<file path="src/rtl/serial_pkg.sv">
// Shared types and line constants for the serial UART bridge.
package serial_pkg;

    typedef enum logic [1:0] {TX_IDLE, TX_START, TX_DATA, TX_STOP} tx_state_t;
    typedef enum logic [1:0] {RX_IDLE, RX_START, RX_DATA, RX_STOP} rx_state_t;

    localparam int unsigned FRAME_DATA_BITS = 8;

    localparam logic LINE_IDLE  = 1'b1;
    localparam logic LINE_START = 1'b0;
    localparam logic LINE_STOP  = 1'b1;

endpackage

</file>
<file path="src/rtl/byte_fifo.sv">
// Byte-wide first-word fall-through FIFO; simultaneous push and pop both take effect.
module byte_fifo #(
    parameter int unsigned DEPTH = 16
) (
    input  logic                     clock,
    input  logic                     reset,
    input  logic                     push,
    input  logic                     pop,
    input  logic [7:0]               wdata,
    output logic [7:0]               rdata,
    output logic [$clog2(DEPTH):0]   count,
    output logic                     full,
    output logic                     empty
);

    localparam int unsigned AW    = $clog2(DEPTH);
    localparam int unsigned CNT_W = AW + 1;

    logic [7:0]    mem [DEPTH];
    logic [AW-1:0] wr_ptr;
    logic [AW-1:0] rd_ptr;
    logic          do_push;
    logic          do_pop;

    assign empty   = (count == '0);
    assign full    = (count == CNT_W'(DEPTH));
    assign do_pop  = pop && !empty;
    // A pop frees a slot in the same edge, so a full FIFO still takes the push.
    assign do_push = push && (!full || do_pop);
    assign rdata   = empty ? 8'h00 : mem[rd_ptr];

    always_ff @(posedge clock) begin
        if (do_push) begin
            mem[wr_ptr] <= wdata;
        end
    end

    always_ff @(posedge clock) begin
        if (reset) begin
            wr_ptr <= '0;
            rd_ptr <= '0;
            count  <= '0;
        end else begin
            if (do_push) begin
                wr_ptr <= wr_ptr + AW'(1);
            end
            if (do_pop) begin
                rd_ptr <= rd_ptr + AW'(1);
            end
            unique case ({do_push, do_pop})
                2'b10:   count <= count + CNT_W'(1);
                2'b01:   count <= count - CNT_W'(1);
                default: count <= count;
            endcase
        end
    end

endmodule

</file>
<file path="src/rtl/serial_uart_bridge.sv">
// CPU byte port to 8N1 UART bridge with TX/RX FIFOs.
// Optional SERIAL_LOOPBACK_EN feeds the registered TX line back into the RX synchronizer.
module serial_uart_bridge
    import serial_pkg::*;
#(
    parameter int unsigned CLKS_PER_BIT = 434,
    parameter int unsigned FIFO_DEPTH   = 16
) (
    input  logic       clock,
    input  logic       reset,
    input  logic [7:0] cpu_wdata_in,
    input  logic       cpu_wren_in,
    input  logic       cpu_rden_in,
    output logic [7:0] cpu_rdata_out,
    output logic       cpu_valid_out,
    output logic       cpu_ready_out,
    input  logic       uart_rx_in,
    output logic       uart_tx_out,
    output logic       rx_overflow_out,
    output logic       rx_frame_err_out
);

    localparam int unsigned BAUD_W = $clog2(CLKS_PER_BIT);
    localparam int unsigned CNT_W  = $clog2(FIFO_DEPTH) + 1;
    localparam logic [BAUD_W-1:0] BIT_LAST  = BAUD_W'(CLKS_PER_BIT - 1);
    localparam logic [BAUD_W-1:0] HALF_LAST = BAUD_W'(CLKS_PER_BIT / 2 - 1);
    localparam logic [2:0]        IDX_LAST  = 3'(FRAME_DATA_BITS - 1);

    logic [7:0]       tx_rdata;
    logic [CNT_W-1:0] tx_count;
    logic             tx_full;
    logic             tx_empty;
    logic             tx_pop;
    logic [7:0]       rx_rdata;
    logic [CNT_W-1:0] rx_count;
    logic             rx_full;
    logic             rx_empty;
    logic             rx_push;

    byte_fifo #(.DEPTH(FIFO_DEPTH)) u_tx_fifo (
        .clock (clock),
        .reset (reset),
        .push  (cpu_wren_in),
        .pop   (tx_pop),
        .wdata (cpu_wdata_in),
        .rdata (tx_rdata),
        .count (tx_count),
        .full  (tx_full),
        .empty (tx_empty)
    );

    tx_state_t         tx_state, tx_state_next;
    logic [BAUD_W-1:0] tx_baud, tx_baud_next;
    logic [2:0]        tx_idx, tx_idx_next;
    logic [7:0]        tx_shift, tx_shift_next;
    logic              tx_line, tx_line_next;
    logic [7:0]        rx_shift, rx_shift_next;

    assign cpu_ready_out = (tx_count != CNT_W'(FIFO_DEPTH));
    assign cpu_valid_out = (rx_count != '0);
    assign cpu_rdata_out = rx_rdata;
    assign uart_tx_out   = tx_line;

    always_ff @(posedge clock) begin
        if (reset) begin
            tx_state <= TX_IDLE;
            tx_baud  <= '0;
            tx_idx   <= '0;
            tx_shift <= '0;
            tx_line  <= LINE_IDLE;
        end else begin
            tx_state <= tx_state_next;
            tx_baud  <= tx_baud_next;
            tx_idx   <= tx_idx_next;
            tx_shift <= tx_shift_next;
            tx_line  <= tx_line_next;
        end
    end

    // TX next state: the line level for the coming bit is registered on each bit boundary.
    always_comb begin
        tx_state_next = tx_state;
        tx_baud_next  = tx_baud;
        tx_idx_next   = tx_idx;
        tx_shift_next = tx_shift;
        tx_line_next  = tx_line;
        tx_pop        = 1'b0;
        unique case (tx_state)
            TX_IDLE: begin
                tx_line_next = LINE_IDLE;
                if (!tx_empty) begin
                    tx_pop        = 1'b1;
                    tx_shift_next = tx_rdata;
                    tx_baud_next  = '0;
                    tx_line_next  = LINE_START;
                    tx_state_next = TX_START;
                end
            end
            TX_START: begin
                if (tx_baud == BIT_LAST) begin
                    tx_baud_next  = '0;
                    tx_idx_next   = '0;
                    tx_line_next  = tx_shift[0];
                    tx_state_next = TX_DATA;
                end else begin
                    tx_baud_next = tx_baud + BAUD_W'(1);
                end
            end
            TX_DATA: begin
                if (tx_baud == BIT_LAST) begin
                    tx_baud_next = '0;
                    if (tx_idx == IDX_LAST) begin
                        tx_line_next  = LINE_STOP;
                        tx_state_next = TX_STOP;
                    end else begin
                        tx_idx_next   = tx_idx + 3'(1);
                        tx_shift_next = tx_shift >> 1;
                        tx_line_next  = tx_shift[1];
                    end
                end else begin
                    tx_baud_next = tx_baud + BAUD_W'(1);
                end
            end
            TX_STOP: begin
                if (tx_baud == BIT_LAST) begin
                    tx_baud_next = '0;
                    if (!tx_empty) begin
                        tx_pop        = 1'b1;
                        tx_shift_next = tx_rdata;
                        tx_line_next  = LINE_START;
                        tx_state_next = TX_START;
                    end else begin
                        tx_line_next  = LINE_IDLE;
                        tx_state_next = TX_IDLE;
                    end
                end else begin
                    tx_baud_next = tx_baud + BAUD_W'(1);
                end
            end
            default: tx_state_next = TX_IDLE;
        endcase
    end

    logic rx_src;
    logic rx_meta;
    logic rx_sync;

`ifdef SERIAL_LOOPBACK_EN
    assign rx_src = tx_line;
    logic unused_rx_pin;
    assign unused_rx_pin = uart_rx_in;
`else
    assign rx_src = uart_rx_in;
`endif

    always_ff @(posedge clock) begin
        if (reset) begin
            rx_meta <= LINE_IDLE;
            rx_sync <= LINE_IDLE;
        end else begin
            rx_meta <= rx_src;
            rx_sync <= rx_meta;
        end
    end

    rx_state_t         rx_state, rx_state_next;
    logic [BAUD_W-1:0] rx_baud, rx_baud_next;
    logic [2:0]        rx_idx, rx_idx_next;
    logic              rx_ferr_set;

    always_ff @(posedge clock) begin
        if (reset) begin
            rx_state <= RX_IDLE;
            rx_baud  <= '0;
            rx_idx   <= '0;
            rx_shift <= '0;
        end else begin
            rx_state <= rx_state_next;
            rx_baud  <= rx_baud_next;
            rx_idx   <= rx_idx_next;
            rx_shift <= rx_shift_next;
        end
    end

    // RX next state: START re-checks at half a bit, later samples land mid-bit.
    always_comb begin
        rx_state_next = rx_state;
        rx_baud_next  = rx_baud;
        rx_idx_next   = rx_idx;
        rx_shift_next = rx_shift;
        rx_push       = 1'b0;
        rx_ferr_set   = 1'b0;
        unique case (rx_state)
            RX_IDLE: begin
                if (rx_sync == LINE_START) begin
                    rx_baud_next  = '0;
                    rx_state_next = RX_START;
                end
            end
            RX_START: begin
                if (rx_baud == HALF_LAST) begin
                    rx_baud_next  = '0;
                    rx_idx_next   = '0;
                    rx_state_next = (rx_sync == LINE_START) ? RX_DATA : RX_IDLE;
                end else begin
                    rx_baud_next = rx_baud + BAUD_W'(1);
                end
            end
            RX_DATA: begin
                if (rx_baud == BIT_LAST) begin
                    rx_baud_next  = '0;
                    rx_shift_next = {rx_sync, rx_shift[7:1]};
                    if (rx_idx == IDX_LAST) begin
                        rx_state_next = RX_STOP;
                    end else begin
                        rx_idx_next = rx_idx + 3'(1);
                    end
                end else begin
                    rx_baud_next = rx_baud + BAUD_W'(1);
                end
            end
            RX_STOP: begin
                if (rx_baud == BIT_LAST) begin
                    rx_baud_next  = '0;
                    rx_state_next = RX_IDLE;
                    if (rx_sync == LINE_STOP) begin
                        rx_push = 1'b1;
                    end else begin
                        rx_ferr_set = 1'b1;
                    end
                end else begin
                    rx_baud_next = rx_baud + BAUD_W'(1);
                end
            end
            default: rx_state_next = RX_IDLE;
        endcase
    end

    byte_fifo #(.DEPTH(FIFO_DEPTH)) u_rx_fifo (
        .clock (clock),
        .reset (reset),
        .push  (rx_push),
        .pop   (cpu_rden_in),
        .wdata (rx_shift),
        .rdata (rx_rdata),
        .count (rx_count),
        .full  (rx_full),
        .empty (rx_empty)
    );

    // A byte is only lost when the FIFO is full and the CPU is not popping that edge.
    always_ff @(posedge clock) begin
        if (reset) begin
            rx_overflow_out  <= 1'b0;
            rx_frame_err_out <= 1'b0;
        end else begin
            if (rx_push && rx_full && !cpu_rden_in) begin
                rx_overflow_out <= 1'b1;
            end
            if (rx_ferr_set) begin
                rx_frame_err_out <= 1'b1;
            end
        end
    end

    logic [1:0] unused_fifo_status;
    assign unused_fifo_status = {tx_full, rx_empty};

endmodule
</file>
<file path="config.mk">
export PLATFORM = sky130hd
export DESIGN_NAME = serial_uart_bridge
export DESIGN_NICKNAME = d
export VERILOG_FILES = /design/src/rtl/serial_pkg.sv /design/src/rtl/byte_fifo.sv /design/src/rtl/serial_uart_bridge.sv
export SDC_FILE = /design/constraint.sdc
export NUM_CORES = 1
export LEC_CHECK = 0
export ABC_CLOCK_PERIOD_IN_PS = 6600
export CAP_MARGIN = 20
export CORE_UTILIZATION = 35
export DETAILED_ROUTE_END_ITERATION = 16
export GPL_ROUTABILITY_DRIVEN = 0
export PLACE_DENSITY = 0.5
export SYNTH_ARGS = -nofsm -noshare
export SYNTH_HDL_FRONTEND = slang
export SYNTH_SLANG_ARGS = --single-unit
export TNS_END_PERCENT = 30
</file>
<file path="constraint.sdc">
create_clock -name clock -period 6.6 [get_ports clock]
set_input_delay 1.32 -clock clock [delete_from_list [all_inputs] [get_ports clock]]
set_output_delay 1.32 -clock clock [all_outputs]
set_load 0.02 [all_outputs]
</file>
==> summary.md, run 1 <==
| Metric | Value |
|---|---|
| Outcome | `completed` |
| Post-CTS repair timing setup buffer count | `0` |
| Area leader, netlist | `edfxtp_1` |
| Sequential element share of the synthesized area | `66.0%` |
| Overall die width | `203 µm` |
| Final hold viol count | `0` |
| Number of remaining DRC errors | `0` |
| Worst hold path class | `flip-flop to flip-flop` |
| Syn_area_per_cell | `15.4 µm²` |
| Largest cells by area after synthesis | `edfxtp_1 54%, dfxtp_1 12%, mux4_2 10%` |
| Final worst-path cycle share | `68.5%` |
| Most used cell, CP | `mux4_2` |
| Post-Route Skew | `0.0268 ns` |
| Count of hold buffers inserted by post-cts repair | `0` |
| Area of the die | `41300 µm²` |
| Number of antenna violations at the first check in global routing | `0` |
| Yosys Warn Count | `0` |
| Signed area change from the synthesized netlist to the final layout | `13.7%` |
| Sort of element at the start of the critical path | `flip-flop` |
| Synth Instances | `922` |
| Actual transition at the worst max-transition pin | `1.09 ns` |
| DRC marker count from the first detailed-route iteration | `461` |
| Vias after detailed routing | `7714` |
| Filler Cells Inserted | `3726` |
| Most common library cell in the layout ignoring fill and taps | `edfxtp_1` |
| Overflow left after global routing | `0` |
| CTS resizes | `0` |
| Hold Path Depth | `1` |
| Number of sinks driven by the clock tree | `339` |
| DR pass1 iterations | `5` |
| Core Area | `39800 µm²` |
| VDD IR max | `252 µV` |
| Largest delay contributor family on the critical path | `multiplexers` |
| Cell Count, Final, Fillers Out | `1507` |
| Shortest clock period the worst path allows after layout | `4.52 ns` |
| Placed Area | `14900 µm²` |
| Arrival time of data at the critical path endpoint | `3.20 ns` |
| FF-to-FF path depth | `14` |
| Final Setup Violations | `0` |
| Number of max-slew violations in the final report | `0` |
| Worst-path maximum fanout | `32` |
| Area of the multi-input gates | `4520 µm²` |
| Hold Slack | `0.412 ns` |
| Critical path type | `flip-flop to primary output` |
| Synth unique cells | `68` |
| Setup slack at placement | `2.42 ns` |
| Routed wirelength normalized by instance count | `19.5 µm` |
| Starting Density | `35.6%` |
| Largest incremental delay on the critical path | `0.58 ns` |
| Setup slack after layout | `2.08 ns` |
| Origin of the critical flop-to-flop path | `tx_state[0]` |
| Max-Cap Viols | `0` |
| Maximum operating frequency | `221 MHz` |
| Leakage | `0.00524 µW` |
| Register-to-register path setup slack | `2.85 ns` |
| Cell count after placement | `1434` |
| Wire length after detailed routing | `29.4 mm` |
| Clock Pin Slew Worst Setup and Hold Paths | `0.06 ns` |
| Area occupied by registers | `9350 µm²` |
| Number of cell rows | `73` |
| Overall global routing resource usage | `14.6%` |
| Min-Delay Startpoint | `rx_meta` |
| Synth Cell Area | `14200 µm²` |
| Headroom to the max-slew limit | `27.1%` |
| Most common flop cell mapped by yosys | `edfxtp_1` |
| Total non-filler cell area in the finished layout | `16100 µm²` |
| Residual antenna-violating net count after detailed routing | `0` |
| Syn nets | `967` |
| Die H | `203 µm` |
| Synth top area share | `54.3%` |
| Post-synthesis sequential element count | `339` |
| Ant diodes | `0` |
| Critical Path RT | `5.28 ns` |
| CP Buf/Inv Count | `2` |
| Maximum level of the CTS H-tree | `2` |
| Inserted Clock Buffers | `38` |
| Wire length of the first global-routing pass | `46.3 mm` |
| RSZ-0062 raised after global routing | `no` |
| Cell at the root of the clock tree | `clkbuf_16` |
| Summed negative setup slack over all endpoints | `0 ns` |
| Post-detailed-placement half-perimeter wirelength | `18.3 mm` |
| Per-cell via count in the routed design | `5.12` |
| Port Buffers | `25` |
| Number of enable flip-flop cells after synthesis | `256` |
| Share of cells above drive strength 1 | `16.4%` |
| Post-layout nets | `998` |
| I/O pin total | `26` |
| Latest clock arrival within the worst-skew pair | `0.54 ns` |
| Vias in the first global route | `7953` |
| Largest net degree at the start of global routing | `53` |
| Cell chain of the critical path | `buf_4 -> mux4_2 -> mux4_2 -> and2_1 -> clkdlybuf4s50_1` |
| Commonest non-fill, non-tap cells in the layout | `256 x edfxtp_1, 85 x nor2_1, 81 x dfxtp_1` |
| Max clock buf depth | `3` |
| Min-Delay Endpoint | `rx_sync` |
| CTS tree | `built` |
| Pwr Density | `325 nW/µm²` |
| Critical R2R Capture | `u_tx_fifo.count[4]` |
| Proportion of register bits with asynchronous set or reset after synthesis | `0%` |
| Critical-path cell with the highest stage delay | `mux4_2` |
| Worst setup EP type | `primary output` |
[worst max-delay path by stage]
| stage | endpoint | cells after the start | startpoint | slack (ns) |
|---|---|---|---|---|
| after floorplan | u_tx_fifo.count[4] | 12 | cpu_wren_in | 2.92 |
| after global placement | u_tx_fifo.count[4] | 11 | cpu_wren_in | 2.50 |
| after detailed placement | u_tx_fifo.count[4] | 11 | cpu_wren_in | 2.42 |
| after CTS | cpu_rdata_out[2] | 5 | flip-flop | 1.99 |
| after global routing | cpu_rdata_out[2] | 5 | flip-flop | 1.89 |
| final | cpu_rdata_out[2] | 5 | flip-flop | 2.08 |
[routing by layer]
layer,track usage (%),vias up,share of wire [%],wire length [µm]
met4,4.51,0,2.0,582
met3,2.65,42,3.2,940
li1,-,3644,-,-
met1,19.4,3918,46,13600
met2,24.3,110,48,14300
met5,0,-,0,0
[registers in the layout, summed over array words and instances (netlist names), 2 cells and up, named ones only]
register          count
u_rx_fifo.wr_ptr      4
u_rx_fifo.rd_ptr      4
rx_shift              8
tx_state              2
rx_baud               9
u_tx_fifo.mem       128
tx_idx                3
u_tx_fifo.count       5
u_tx_fifo.wr_ptr      4
u_rx_fifo.mem       128
u_rx_fifo.count       5
tx_shift              8
u_tx_fifo.rd_ptr      4
tx_baud               9
rx_idx                3
[cell usage after synthesis, types with 8 or more instances]
library cell,count
nand4_1,9
nor3_1,16
edfxtp_1,256
o21ai_0,26
nand3_1,13
a21oi_1,41
clkbuf_1,24
a221oi_1,10
nor2_1,85
a22oi_1,8
mux4_2,64
mux2i_1,34
ha_1,31
and3_1,9
nor2b_1,11
xor2_1,9
dfxtp_1,83
nand2_1,33
buf_2,8
and2_1,11
inv_1,23
[area by class of cell]
cell class                      count  area share (%)
Clock inverter                      9           0.287
Sequential cell                   339            58.0
Timing Repair Buffer               38            2.22
Clock buffer                       60            6.73
Inverter                           24           0.559
Multi-Input combinational cell    512            28.1
Tap cell                          525            4.08
[cell families (layout without fill, tap and decap cells)]
| logic type | after synthesis | count (layout) | share of synthesized area, % |
|---|---|---|---|
| DFF | 339 | 339 | 66.0 |
| and+or+nand+nor | 238 | 238 | 9.15 |
| AOI/OAI and AO/OA | 126 | 126 | 5.95 |
| muxes | 101 | 101 | 12.8 |
| buffers and inverters | 71 | 131 | 2.30 |
| adders and majority gates | 32 | 32 | 2.88 |
| xor gates and xnor gates | 15 | 15 | 0.927 |
[power by group]
group,internal (µW),switching (µW)
logic,359,512
clock network,1130,819
registers,2360,61.3
total,3840,1390
[through the flow]
| step | utilization [%] | total power (µW) |
|---|---|---|
| after floorplan | - | 3150 |
| after global placement | 37.5 | 3340 |
| after detailed placement | 37.5 | 3350 |
| after CTS | 40.4 | 5300 |
| after global routing | 40.5 | 5470 |
| final | 40.5 | 5240 |
Power figures use the tool's default switching activity.
==> inputs of run 2 (changes only) <==
- ABC_CLOCK_PERIOD_IN_PS: 6600 -> 4290
- clock period: 6.6 -> 4.29 ns (I/O delays scaled with it)
==> summary.md, run 2 (synthesis results as in run 1) <==
| Metric | Value |
|---|---|
| Share of cells above drive strength 1 | `16.5%` |
| Core Area | `39800 µm²` |
| Met2 Resource Use GR | `22.6%` |
| RSZ-0062 raised after global routing | `no` |
| Outcome | `completed` |
| Arrival time of data at the critical path endpoint | `2.98 ns` |
| Final worst-path cycle share | `89.5%` |
| Hold Path Depth | `1` |
| Register-to-register path setup slack | `0.60 ns` |
| CTS resizes | `0` |
| Max-Cap Viols | `0` |
| Largest delay contributor family on the critical path | `multiplexers` |
| Shortest clock period the worst path allows after layout | `3.84 ns` |
| Final hold viol count | `0` |
| Wire length after detailed routing | `27.2 mm` |
| Residual antenna-violating net count after detailed routing | `0` |
| Cell chain of the critical path | `buf_4 -> mux4_2 -> mux4_2 -> and2_1 -> clkdlybuf4s50_1` |
| Cell Count, Final, Fillers Out | `1511` |
| Pwr Density | `503 nW/µm²` |
| Total non-filler cell area in the finished layout | `16100 µm²` |
| Vias in the first global route | `7686` |
| DR pass1 iterations | `4` |
| Ant diodes | `0` |
| Largest incremental delay on the critical path | `0.58 ns` |
| Cell at the root of the clock tree | `clkbuf_16` |
| Commonest non-fill, non-tap cells in the layout | `256 x edfxtp_1, 85 x nor2_1, 81 x dfxtp_1` |
| Origin of the critical flop-to-flop path | `tx_baud[1]` |
| Placed Area | `15000 µm²` |
| Die H | `203 µm` |
| Sort of element at the start of the critical path | `flip-flop` |
| Critical-path cell with the highest stage delay | `mux4_2` |
| Post-layout nets | `1001` |
| Number of sinks driven by the clock tree | `339` |
| Max clock buf depth | `3` |
| Post-detailed-placement half-perimeter wirelength | `18.0 mm` |
| Worst-path maximum fanout | `17` |
| Most common library cell in the layout ignoring fill and taps | `edfxtp_1` |
| Number of antenna violations at the first check in global routing | `0` |
| Vias after detailed routing | `7586` |
| Critical path type | `flip-flop to primary output` |
| Number of remaining DRC errors | `0` |
| Min-Delay Startpoint | `rx_meta` |
| Met3 track utilization from global routing | `2.35%` |
| Largest regs | `u_rx_fifo.mem (128), u_tx_fifo.mem (128)` |
| Global-route met1 utilization | `17.6%` |
| Leakage | `0.00524 µW` |
| Area of the die | `41300 µm²` |
| Port Buffers | `25` |
| I/O pin total | `26` |
| Headroom to the max-slew limit | `37.2%` |
| Overall die width | `203 µm` |
| Cell count after placement | `1441` |
| Inserted Clock Buffers | `38` |
| Final Setup Violations | `0` |
| VDD IR max | `317 µV` |
| Signed area change from the synthesized netlist to the final layout | `13.8%` |
| Routed wirelength normalized by instance count | `18.0 µm` |
| Critical Path RT | `3.43 ns` |
| Count of hold buffers inserted by post-cts repair | `0` |
| Total power | `8120 µW` |
| Maximum operating frequency | `260 MHz` |
| Maximum level of the CTS H-tree | `2` |
| Critical R2R Capture | `u_tx_fifo.count[4]` |
| Starting Density | `35.6%` |
| Number of cell rows | `73` |
| Min-Delay Endpoint | `rx_sync` |
| Cell depth of the worst setup path | `5` |
| Number of max-slew violations in the final report | `0` |
| FF-to-FF path depth | `15` |
| CP Buf/Inv Count | `2` |
| Overall global routing resource usage | `13.5%` |
| Largest net degree at the start of global routing | `43` |
| Post-CTS repair timing setup buffer count | `0` |
| Latest clock arrival within the worst-skew pair | `0.53 ns` |
| Summed negative setup slack over all endpoints | `0 ns` |
| Actual transition at the worst max-transition pin | `0.939 ns` |
| Post-Route Skew | `0.0134 ns` |
| Most used cell, CP | `mux4_2` |
| Worst setup EP type | `primary output` |
| Worst hold path class | `flip-flop to flip-flop` |
| CTS tree | `built` |
| Most used routing layer | `met2` |
| Overflow left after global routing | `0` |
| Per-cell via count in the routed design | `5.02` |
| Wire length of the first global-routing pass | `43.4 mm` |
| DRC marker count from the first detailed-route iteration | `432` |
| Clock Pin Slew Worst Setup and Hold Paths | `0.06 ns` |
run 2: cell types whose count changed in the layout (fill, tap and decap cells not counted), moves of 2 or more:
cell and delta:
buf_4 +7, buf_6 -4, bufinv_16 +2, clkbuf_1 -7
clkbuf_8 -2, clkinv_1 +3, clkinv_2 +4, nor3_1 +6
nor3_2 -6
run 2: worst max-delay path by stage:
stage	end	startpoint	slack (ns)
detailed placement	u_tx_fifo.count[4]	tx_baud[1]	0.61
global route	u_tx_fifo.count[4]	tx_baud[1]	0.28
CTS	cpu_rdata_out[1]	flip-flop	0.38
global placement	u_tx_fifo.count[4]	cpu_wren_in	0.64
finish	cpu_rdata_out[1]	flip-flop	0.45
floorplan	u_tx_fifo.count[4]	tx_baud[1]	0.87
run 2: report_power, final:
group	switching (µW)	internal [µW]	total [µW]	leakage (µW)
logic	786	572	1360	0.00166
registers	92.3	3620	3720	0.00302
clock network	1260	1780	3040	0.000573
total	2140	5980	8120	0.00524
run 2: cell type report:
class / count / area (µm²)
multi-input cells: 512 / 4490
clock buffers: 50 / 1010
inverters: 24 / 90.1
well taps: 525 / 657
repair buffers: 41 / 365
clock inverters: 20 / 163
fillers: 3726 / 23700
flip-flops and latches: 339 / 9350
run 2: through the flow:
stage	utilization, %	setup WS (ns)	hold slack, ns
after CTS	40.5	0.376	0.408
after detailed placement	37.6	0.607	0.395
after global placement	37.6	0.640	0.401
final	40.5	0.449	0.405
after global routing	40.5	0.283	0.428
after floorplan	-	0.874	0.389
run 2: metal layers:
layer  part of all wire, %  wire (µm)
met1                    45      12400
met2                    49      13400
met3                   3.1        844
met4                   2.3        637
met5                     0          0
